### config.mk
export PLATFORM = sky130hd
export DESIGN_NAME = dkong_debug_ctrl
export DESIGN_NICKNAME = d
export VERILOG_FILES = /design/src/rtl/dkong_debug_ctrl.sv
export SDC_FILE = /design/constraint.sdc
export NUM_CORES = 1
export LEC_CHECK = 0
export CORE_MARGIN = 2
export CORE_UTILIZATION = 40
export DETAILED_ROUTE_END_ITERATION = 6
export DONT_BUFFER_PORTS = 1
export GPL_ROUTABILITY_DRIVEN = 0
export PLACE_DENSITY_LB_ADDON = 0.3
export SLEW_MARGIN = 20
export SYNTH_ARGS = -nofsm -noshare
export SYNTH_HDL_FRONTEND = slang
export SYNTH_SLANG_ARGS = --single-unit
export TNS_END_PERCENT = 50
### constraint.sdc
create_clock -name masterclk -period 2 [get_ports masterclk]
set_input_delay 0.2 -clock masterclk [delete_from_list [all_inputs] [get_ports masterclk]]
set_output_delay 0.2 -clock masterclk [all_outputs]
set_load 0.05 [all_outputs]
### src/rtl/dkong_debug_ctrl.sv
// rtl/dkong_debug_ctrl.sv - run-control and banked snapshot sequencer for the dkong_system debug port
module dkong_debug_ctrl #(
  parameter bit HALT_ON_RESET = 1'b1,
  parameter int SETTLE_CYCLES = 2
) (
  input  logic        masterclk,
  input  logic        rst,
  input  logic        cmd_valid,
  output logic        cmd_ready,
  input  logic [1:0]  cmd_op,
  input  logic        brk_ena,
  input  logic [15:0] brk_addr,
  input  logic [7:0]  dbg_ahi,
  input  logic [7:0]  dbg_alo,
  input  logic [7:0]  dbg_dmaster,
  input  logic [7:0]  dbg_dslave,
  input  logic [7:0]  dbg_cpu_sig,
  input  logic [7:0]  dbg_enables,
  output logic        debug_wait,
  output logic [1:0]  debug_banksel,
  output logic        snap_valid,
  input  logic        snap_ready,
  output logic [1:0]  snap_bank,
  output logic [47:0] snap_data,
  output logic        halted,
  output logic        brk_hit
);

  typedef enum logic [2:0] {
    S_RUN, S_HALT, S_STEP_A, S_STEP_B, S_SNAP_SEL, S_SNAP_CAP, S_SNAP_OUT
  } state_t;

  localparam logic [1:0] OP_RUN  = 2'b00;
  localparam logic [1:0] OP_HALT = 2'b01;
  localparam logic [1:0] OP_STEP = 2'b10;
  localparam logic [1:0] OP_SNAP = 2'b11;

  localparam state_t     RESET_STATE = HALT_ON_RESET ? S_HALT : S_RUN;
  localparam logic [3:0] SETTLE_LOAD = 4'(SETTLE_CYCLES - 1);

  state_t      state_q, state_d;
  logic [1:0]  bank_q, bank_d;
  logic [3:0]  settle_q, settle_d;
  logic        m1_prev_q, m1_prev_d;
  logic        brk_pend_q, brk_pend_d;
  logic        brk_hit_q, brk_hit_d;
  logic        debug_wait_q, debug_wait_d;
  logic [1:0]  banksel_q, banksel_d;
  logic        snap_valid_q, snap_valid_d;
  logic [1:0]  snap_bank_q, snap_bank_d;
  logic [47:0] snap_data_q, snap_data_d;
  logic        cmd_ready_q, cmd_ready_d;

  logic m1, m1_rise, cmd_acc, bp_fire, in_snap;

  always_comb begin
    m1       = dbg_cpu_sig[0];
    m1_rise  = m1 & ~m1_prev_q;
    cmd_acc  = cmd_valid & cmd_ready_q;
    bp_fire  = brk_ena & m1_rise & ({dbg_ahi, dbg_alo} == brk_addr);
    in_snap  = (state_q == S_SNAP_SEL) || (state_q == S_SNAP_CAP) || (state_q == S_SNAP_OUT);

    state_d      = state_q;
    bank_d       = bank_q;
    settle_d     = settle_q;
    m1_prev_d    = m1;
    brk_pend_d   = 1'b0;
    snap_valid_d = snap_valid_q;
    snap_bank_d  = snap_bank_q;
    snap_data_d  = snap_data_q;

    case (state_q)
      S_RUN: begin
        // A breakpoint hit swallows any command accepted on the same edge.
        if (bp_fire) begin
          state_d    = S_HALT;
          brk_pend_d = 1'b1;
        end else if (cmd_acc && (cmd_op == OP_HALT || cmd_op == OP_STEP)) begin
          state_d = S_HALT;
        end
      end
      S_HALT: begin
        if (cmd_acc) begin
          case (cmd_op)
            OP_RUN:  state_d = S_RUN;
            OP_STEP: state_d = S_STEP_A;
            OP_SNAP: begin
              state_d = S_SNAP_SEL;
              bank_d  = 2'd0;
            end
            default: state_d = S_HALT;
          endcase
        end
      end
      S_STEP_A: if (!m1) state_d = S_STEP_B;
      S_STEP_B: if (m1_rise) state_d = S_HALT;
      S_SNAP_SEL: begin
        settle_d = SETTLE_LOAD;
        state_d  = S_SNAP_CAP;
      end
      S_SNAP_CAP: begin
        if (settle_q == 4'd0) begin
          snap_data_d  = {dbg_ahi, dbg_alo, dbg_dmaster, dbg_dslave, dbg_cpu_sig, dbg_enables};
          snap_bank_d  = bank_q;
          snap_valid_d = 1'b1;
          state_d      = S_SNAP_OUT;
        end else begin
          settle_d = settle_q - 4'd1;
        end
      end
      S_SNAP_OUT: begin
        if (snap_ready) begin
          snap_valid_d = 1'b0;
          if (bank_q == 2'd3) begin
            state_d = S_HALT;
          end else begin
            bank_d  = bank_q + 2'd1;
            state_d = S_SNAP_SEL;
          end
        end
      end
      default: state_d = RESET_STATE;
    endcase

    brk_hit_d    = brk_pend_q;
    debug_wait_d = !((state_q == S_RUN) || (state_q == S_STEP_A) || (state_q == S_STEP_B));
    banksel_d    = in_snap ? bank_q : 2'd0;
    cmd_ready_d  = (state_d == S_RUN) || (state_d == S_HALT);
  end

  always_ff @(posedge masterclk) begin
    if (rst) begin
      state_q      <= RESET_STATE;
      bank_q       <= 2'd0;
      settle_q     <= 4'd0;
      m1_prev_q    <= 1'b1;
      brk_pend_q   <= 1'b0;
      brk_hit_q    <= 1'b0;
      debug_wait_q <= HALT_ON_RESET;
      banksel_q    <= 2'd0;
      snap_valid_q <= 1'b0;
      snap_bank_q  <= 2'd0;
      snap_data_q  <= 48'd0;
      cmd_ready_q  <= 1'b1;
    end else begin
      state_q      <= state_d;
      bank_q       <= bank_d;
      settle_q     <= settle_d;
      m1_prev_q    <= m1_prev_d;
      brk_pend_q   <= brk_pend_d;
      brk_hit_q    <= brk_hit_d;
      debug_wait_q <= debug_wait_d;
      banksel_q    <= banksel_d;
      snap_valid_q <= snap_valid_d;
      snap_bank_q  <= snap_bank_d;
      snap_data_q  <= snap_data_d;
      cmd_ready_q  <= cmd_ready_d;
    end
  end

  assign cmd_ready     = cmd_ready_q;
  assign debug_wait    = debug_wait_q;
  assign halted        = debug_wait_q;
  assign debug_banksel = banksel_q;
  assign snap_valid    = snap_valid_q;
  assign snap_bank     = snap_bank_q;
  assign snap_data     = snap_data_q;
  assign brk_hit       = brk_hit_q;

endmodule

==> metrics.md, run 1 <==
| Metric | Value |
|---|---|
| Outcome | `complete, no violations` |
| WP depth | `7` |
| Iteration-0 DRC count of the detailed router | `153` |
| Chip Width | `87.7 um` |
| Slowest stage delay, CP | `600 ps` |
| Worst-Skew Late Latency | `340 ps` |
| Worst Path Required | `2220 ps` |
| Critical path class | `reg2reg` |
| Initial antenna violation count | `1` |
| Highest Signal Layer | `met4` |
| Flop and latch count out of synthesis | `67` |
| PwrDens | `937 nW/um^2` |
| Worst min-delay path class | `in2reg` |
| Syn avg cell area | `8.27 um^2` |
| Unique masters post-synth | `43` |
| Ys flop type | `dfxtp_1` |
| Yosys synthesis warning count | `0` |
| R2r setup slk | `180 ps` |
| Nets@finish | `461` |
| CORE AREA | `6790 um^2` |
| Die Area | `7690 um^2` |
| Setup Skew | `8.59 ps` |
| Crit path to | `settle_q[0]` |
| Arrival time worst endpoint | `2040 ps` |
| RSZ-0062 raised after global routing | `no` |
| CTS sink count | `67` |
| Routed vias/inst | `5.00` |
| Cell family with the largest share of critical-path delay | `simple AND/OR/NAND/NOR gates` |
| Fin. Hold Viols | `0` |
| Largest cells by area after synthesis | `dfxtp_1, nand2_1, a21oi_1` |
| Area delta synth->final | `29.3%` |
| Fin area | `3620 um^2` |
| Post-CTS setup buffers | `0` |
| Die Height | `87.7 um` |
| Final setup violation count | `0` |
| Total I/O pin count | `128` |
| Crit path launch | `settle_q[0]` |
| Overall Power | `3.39 mW` |
| Buffers & Inverters on Critical Path | `2` |
| GRT Residual Overflow | `0` |
| Most common cell in the netlist | `nand2_1` |
| Fin Setup TNS | `0 ps` |
| Syn Std Cell Area | `2800 um^2` |
| Min cycle time layout | `1820 ps` |
| Drc violations | `0` |
| Detailed-router iteration count before antenna repair | `4` |
| Clock Tree Root | `clkbuf_8` |
| Met3 wire len | `691 um` |
| Final slew viol count | `0` |
| Dpl hpwl | `4410 um` |
| Rows | `30` |
| Max Root-Sink Buffers | `2` |
| WL/cell | `14.1 um` |
| Post-synthesis cell count | `339` |
| Net Count, Synth | `416` |
| EDFF count, synth | `0` |
| Initial Util | `41.3%` |
| Sequential share of the synthesized area | `47.9%` |
| Port-buffer cells | `0` |
| Relative slew margins | `62.7%` |
| Clock-pin slew on the worst setup and hold paths | `70 ps` |
| Post-route ant nets | `0` |
| Post-synth top cells | `nand2_1, dfxtp_1, a21oi_1` |
| Final Util | `53.3%` |
| # fillers | `620` |
| Max stage delay cell, worst path | `or4_2` |
| Worst r2r src | `settle_q[0]` |
| FFs w/ async S/R, synth | `0%` |
| Gr usage total | `17.7%` |
| Final period utilization | `90.8%` |
| Worst Path Max Fanout | `39` |
| Largest net degree at the start of global routing | `63` |
| Maximum VDD drop | `0.000431 V` |
| Slew @ Worst Pin | `556 ps` |
| Placed instance area | `2880 um^2` |
| Worst Setup Slack, final | `185 ps` |
| LEAKAGE | `1.31 nW` |
| CTS tree | `yes` |
| Final wirelength | `6870 um` |
| Reg2reg path depth | `7` |
| Max_cap viols | `0` |
| First-pass GRT wire length | `10500 um` |
| H-tree depth | `3` |
| Metal2 WL | `3420 um` |
| Layout cells sized above 1 | `8.23%` |
| Setup crit start kind | `flop` |
| Fmax | `551 MHz` |
| Post-Route M1 WL | `2690 um` |
| Critical Path Sink Type | `flop` |
| Vias in the first global route | `2263` |
| Total CTS buffers | `9` |
| DR vias | `2430` |
| Worst path cell trace | `inv_1 -> ha_1 -> nand2b_1 -> or4_2 -> buf_12 -> a21oi_1 -> a211oi_1` |
| R2R Path End | `settle_q[0]` |
| Largest area contributor in the netlist | `dfxtp_1` |
| Top cell type's share of synthesized area | `47.9%` |
| Post-place setup slack | `193 ps` |
-- state kept, by name, indices dropped and copies added, names as in the netlist, 2 cells and up --
signal	cells
bank_q	2
debug_banksel	2
settle_q	4
snap_data	48
state_q	3
snap_bank	2
-- power breakdown --
part	leakage (nW)	switching, mW	total, mW	internal (mW)
Combinational	0.640	0.237	0.434	0.196
Sequential	0.542	0.186	1.58	1.40
Clock	0.126	0.515	1.38	0.864
Total	1.31	0.938	3.39	2.46
-- through the flow --
stage | hold WS, ps | cells
finish | 23.4 | 486
global route | 13.7 | 486
CTS | 13.9 | 485
detailed placement | 274 | 422
global placement | 274 | 422
floorplan | 286 | 339
-- cell usage in the layout, fill, tap and decap left out, drive strengths merged, types with 2 or more instances in the layout --
cell	instances
bufinv	3
nor2	6
nand2b	3
a21oi	57
or2	2
a221oi	3
clkbuf	10
inv	6
or4	2
dfxtp	67
and4b	2
nor4	5
dlygate4sd3	46
clkinv	3
nor2b	3
nand3	5
and3	2
buf	10
nand2	107
ha	6
xor2	16
nand4	2
nor3	2
o21ai	6
-- final cells by class --
| type | instances | area, um^2 | area share (%) |
|---|---|---|---|
| Antenna cell | 1 | 2.50 | 0.0691 |
| Clock buffer | 10 | 138 | 3.80 |
| Clock inverter | 6 | 113 | 3.11 |
| Inverter | 6 | 22.5 | 0.622 |
| Multi-Input combinational cell | 244 | 1310 | 36.0 |
| Sequential cell | 67 | 1340 | 37.0 |
| Tap cell | 96 | 120 | 3.31 |
| Timing Repair Buffer | 56 | 581 | 16.0 |
-- worst register-to-register path: stages, from the launching register on --
cell      delay, ps
dfxtp_1         330
inv_1            80
ha_1            150
nand2b_1        100
or4_2           600
buf_12          210
a21oi_1         170
a211oi_1         60
-- what timing repair did --
action | CTS | global route
hold endpoints to repair | 62 | 0
gates resized for setup | 0 | 0
hold buffers | 47 | 0
-- metal layers --
metal / vias to the layer above / GRT usage [%]
li1: 1221 / -
met4: 0 / 5.73
met1: 1101 / 19.3
met3: 7 / 8.86
met5: - / 0
met2: 101 / 30.0
-- logic make-up (layout without fill, tap and decap cells) --
family / after synthesis / after routing / synth area share [%]
xor+xnor: 16 / 16 / 5.00
simple gates: 148 / 148 / 24.2
fa+ha+maj: 6 / 6 / 2.68
buf+inv: 28 / 78 / 5.58
compound gates: 74 / 74 / 14.6
flops: 67 / 67 / 47.9
other cells: 0 / 1 / 0
-- worst min-delay path by stage --
stage	cells past startpoint	endpoint	startpoint	slack (ps)
after floorplan	1	state_q[2]	rst	290
after global placement	1	snap_data[0]	rst	270
after detailed placement	1	snap_valid	rst	270
after CTS	2	snap_data[47]	dbg_ahi[7]	10
after global routing	2	snap_data[47]	dbg_ahi[7]	10
final	2	snap_data[47]	dbg_ahi[7]	20
Note: power is estimated with default switching activity, not from simulation.
==> inputs of run 2 (changes only) <==
CTS_CLUSTER_DIAMETER = 50   (was unset)
DONT_BUFFER_PORTS = unset   (was 1)
==> metrics.md, run 2 (synthesis gave the netlist of run 1 again) <==
| Metric | Value |
|---|---|
| Outcome | `complete, no violations` |
| Min cycle time layout | `1850 ps` |
| Nets@finish | `541` |
| Worst min-delay path class | `in2reg` |
| Die Area | `7690 um^2` |
| Max Root-Sink Buffers | `2` |
| Die Height | `87.7 um` |
| Post-CTS resize count | `0` |
| Final slew viol count | `0` |
| Reg2reg path depth | `7` |
| Clock-pin slew on the worst setup and hold paths | `70 ps` |
| Slew @ Worst Pin | `538 ps` |
| Maximum VDD drop | `0.000382 V` |
| PwrDens | `801 nW/um^2` |
| Worst r2r src | `settle_q[0]` |
| Fin area | `4370 um^2` |
| CORE AREA | `6790 um^2` |
| Post-route ant nets | `0` |
| Drc violations | `0` |
| Setup crit start kind | `flop` |
| Total CTS buffers | `9` |
| Fin Setup TNS | `0 ps` |
| Setup Skew | `9.63 ps` |
| Most frequent cells in the layout | `clkdlybuf4s50_1, nand2_1, dfxtp_1` |
| Hold depth | `2` |
| R2r setup slk | `150 ps` |
| Layout cells sized above 1 | `6.40%` |
| Max reg flops | `48` |
| Hold_ws | `130 ps` |
| Hold path start | `rst` |
| Final Util | `64.3%` |
| GRT Residual Overflow | `0` |
| Antenna diodes | `0` |
| Relative slew margins | `64.0%` |
| Initial Util | `41.3%` |
| CTS sink count | `67` |
| DR vias | `2681` |
| Initial antenna violation count | `0` |
| Final period utilization | `92.3%` |
| Vias in the first global route | `2451` |
| Post-CTS setup buffers | `0` |
| Worst Path Required | `2200 ps` |
| RSZ-0062 raised after global routing | `no` |
| Final setup violation count | `0` |
| Arrival time worst endpoint | `2040 ps` |
| Routed vias/inst | `4.75` |
| Max_cap viols | `0` |
| Final non-filler cell total | `565` |
| Hold-fix buffer count after cts | `0` |
| Placed instance area | `4120 um^2` |
| Largest net degree at the start of global routing | `33` |
| CTS tree | `yes` |
| NetSw | `0.924 mW` |
| Overall Power | `3.50 mW` |
| Critical Path Sink Type | `flop` |
| Worst Path Max Fanout | `25` |
| Critical path class | `reg2reg` |
| Final wirelength | `7030 um` |
| Gr usage total | `18.1%` |
| Worst Setup Slack, final | `155 ps` |
| Area delta synth->final | `55.8%` |
| Dpl hpwl | `5280 um` |
| Net Sw Frac | `26.4%` |
| Fmax | `542 MHz` |
| Worst-Skew Late Latency | `330 ps` |
| Fin. Hold Viols | `0` |
| Clk network pwr share | `38.3%` |
| Chip Width | `87.7 um` |
| Hold Path Sink | `brk_hit_d` |
| H-tree depth | `3` |
| Iteration-0 DRC count of the detailed router | `110` |
| P_int | `2.57 mW` |
| Total I/O pin count | `128` |
| Port-buffer cells | `127` |
| Post-place setup slack | `114 ps` |
| WL/cell | `12.4 um` |
| First-pass GRT wire length | `11100 um` |
| Commonest non-fill, non-tap cell in the layout | `clkdlybuf4s50_1` |
| LEAKAGE | `1.56 nW` |
| Gate power share | `20.8%` |
| Clock Tree Root | `clkbuf_8` |
| Detailed-router iteration count before antenna repair | `4` |
| DP Cell Count | `549` |
| Rows | `30` |
| R2R Path End | `snap_data[23]` |
| # fillers | `605` |
| Sequential power share | `40.9%` |
run 2: worst max-delay path: stages, from the launching register on:
cell and delay, ps:
dfxtp_1 330, inv_1 80, ha_1 160, nand2b_1 100
or4_2 620, buf_4 260, nand2_1 100, a21oi_1 60
run 2: cell type report:
class / instances / area [um^2] / share of cell area (%)
Timing Repair Buffer: 136 / 1330 / 30.5
Clock buffer: 12 / 145 / 3.32
Clock inverter: 4 / 97.6 / 2.23
Tap cell: 96 / 120 / 2.75
Inverter: 6 / 22.5 / 0.516
Multi-Input combinational cell: 244 / 1310 / 29.9
Sequential cell: 67 / 1340 / 30.7
run 2: power groups by stage:
stage	registers, mW	clock network [mW]	logic (mW)
4_1_cts	1.43	1.38	0.734
3_5_place_dp	1.46	0	0.731
6_report	1.43	1.34	0.728
5_1_grt	1.44	1.44	0.780
3_3_place_gp	1.46	0	0.725
2_1_floorplan	1.63	0	0.265
run 2: worst max-delay path by stage:
stage | depth (start not counted) | from | slack, ps | endpoint
final | 7 | settle_q[0] | 150 | snap_data[23]
after floorplan | 8 | settle_q[0] | 430 | snap_data[30]
after global placement | 7 | cmd_op[0] | 150 | state_q[0]
after detailed placement | 7 | cmd_op[0] | 110 | state_q[0]
after CTS | 7 | settle_q[0] | 160 | snap_data[1]
after global routing | 7 | settle_q[0] | 70 | snap_data[47]
run 2: layer usage:
| layer | wire length (um) | vias to the layer above | share of wire [%] | track usage [%] |
|---|---|---|---|---|
| met4 | 72 | 0 | 1.0 | 5.45 |
| met2 | 3350 | 103 | 48 | 31.2 |
| met5 | 0 | - | 0 | 0 |
| met3 | 649 | 8 | 9.2 | 7.16 |
| met1 | 2960 | 1193 | 42 | 20.7 |
| li1 | - | 1377 | - | - |
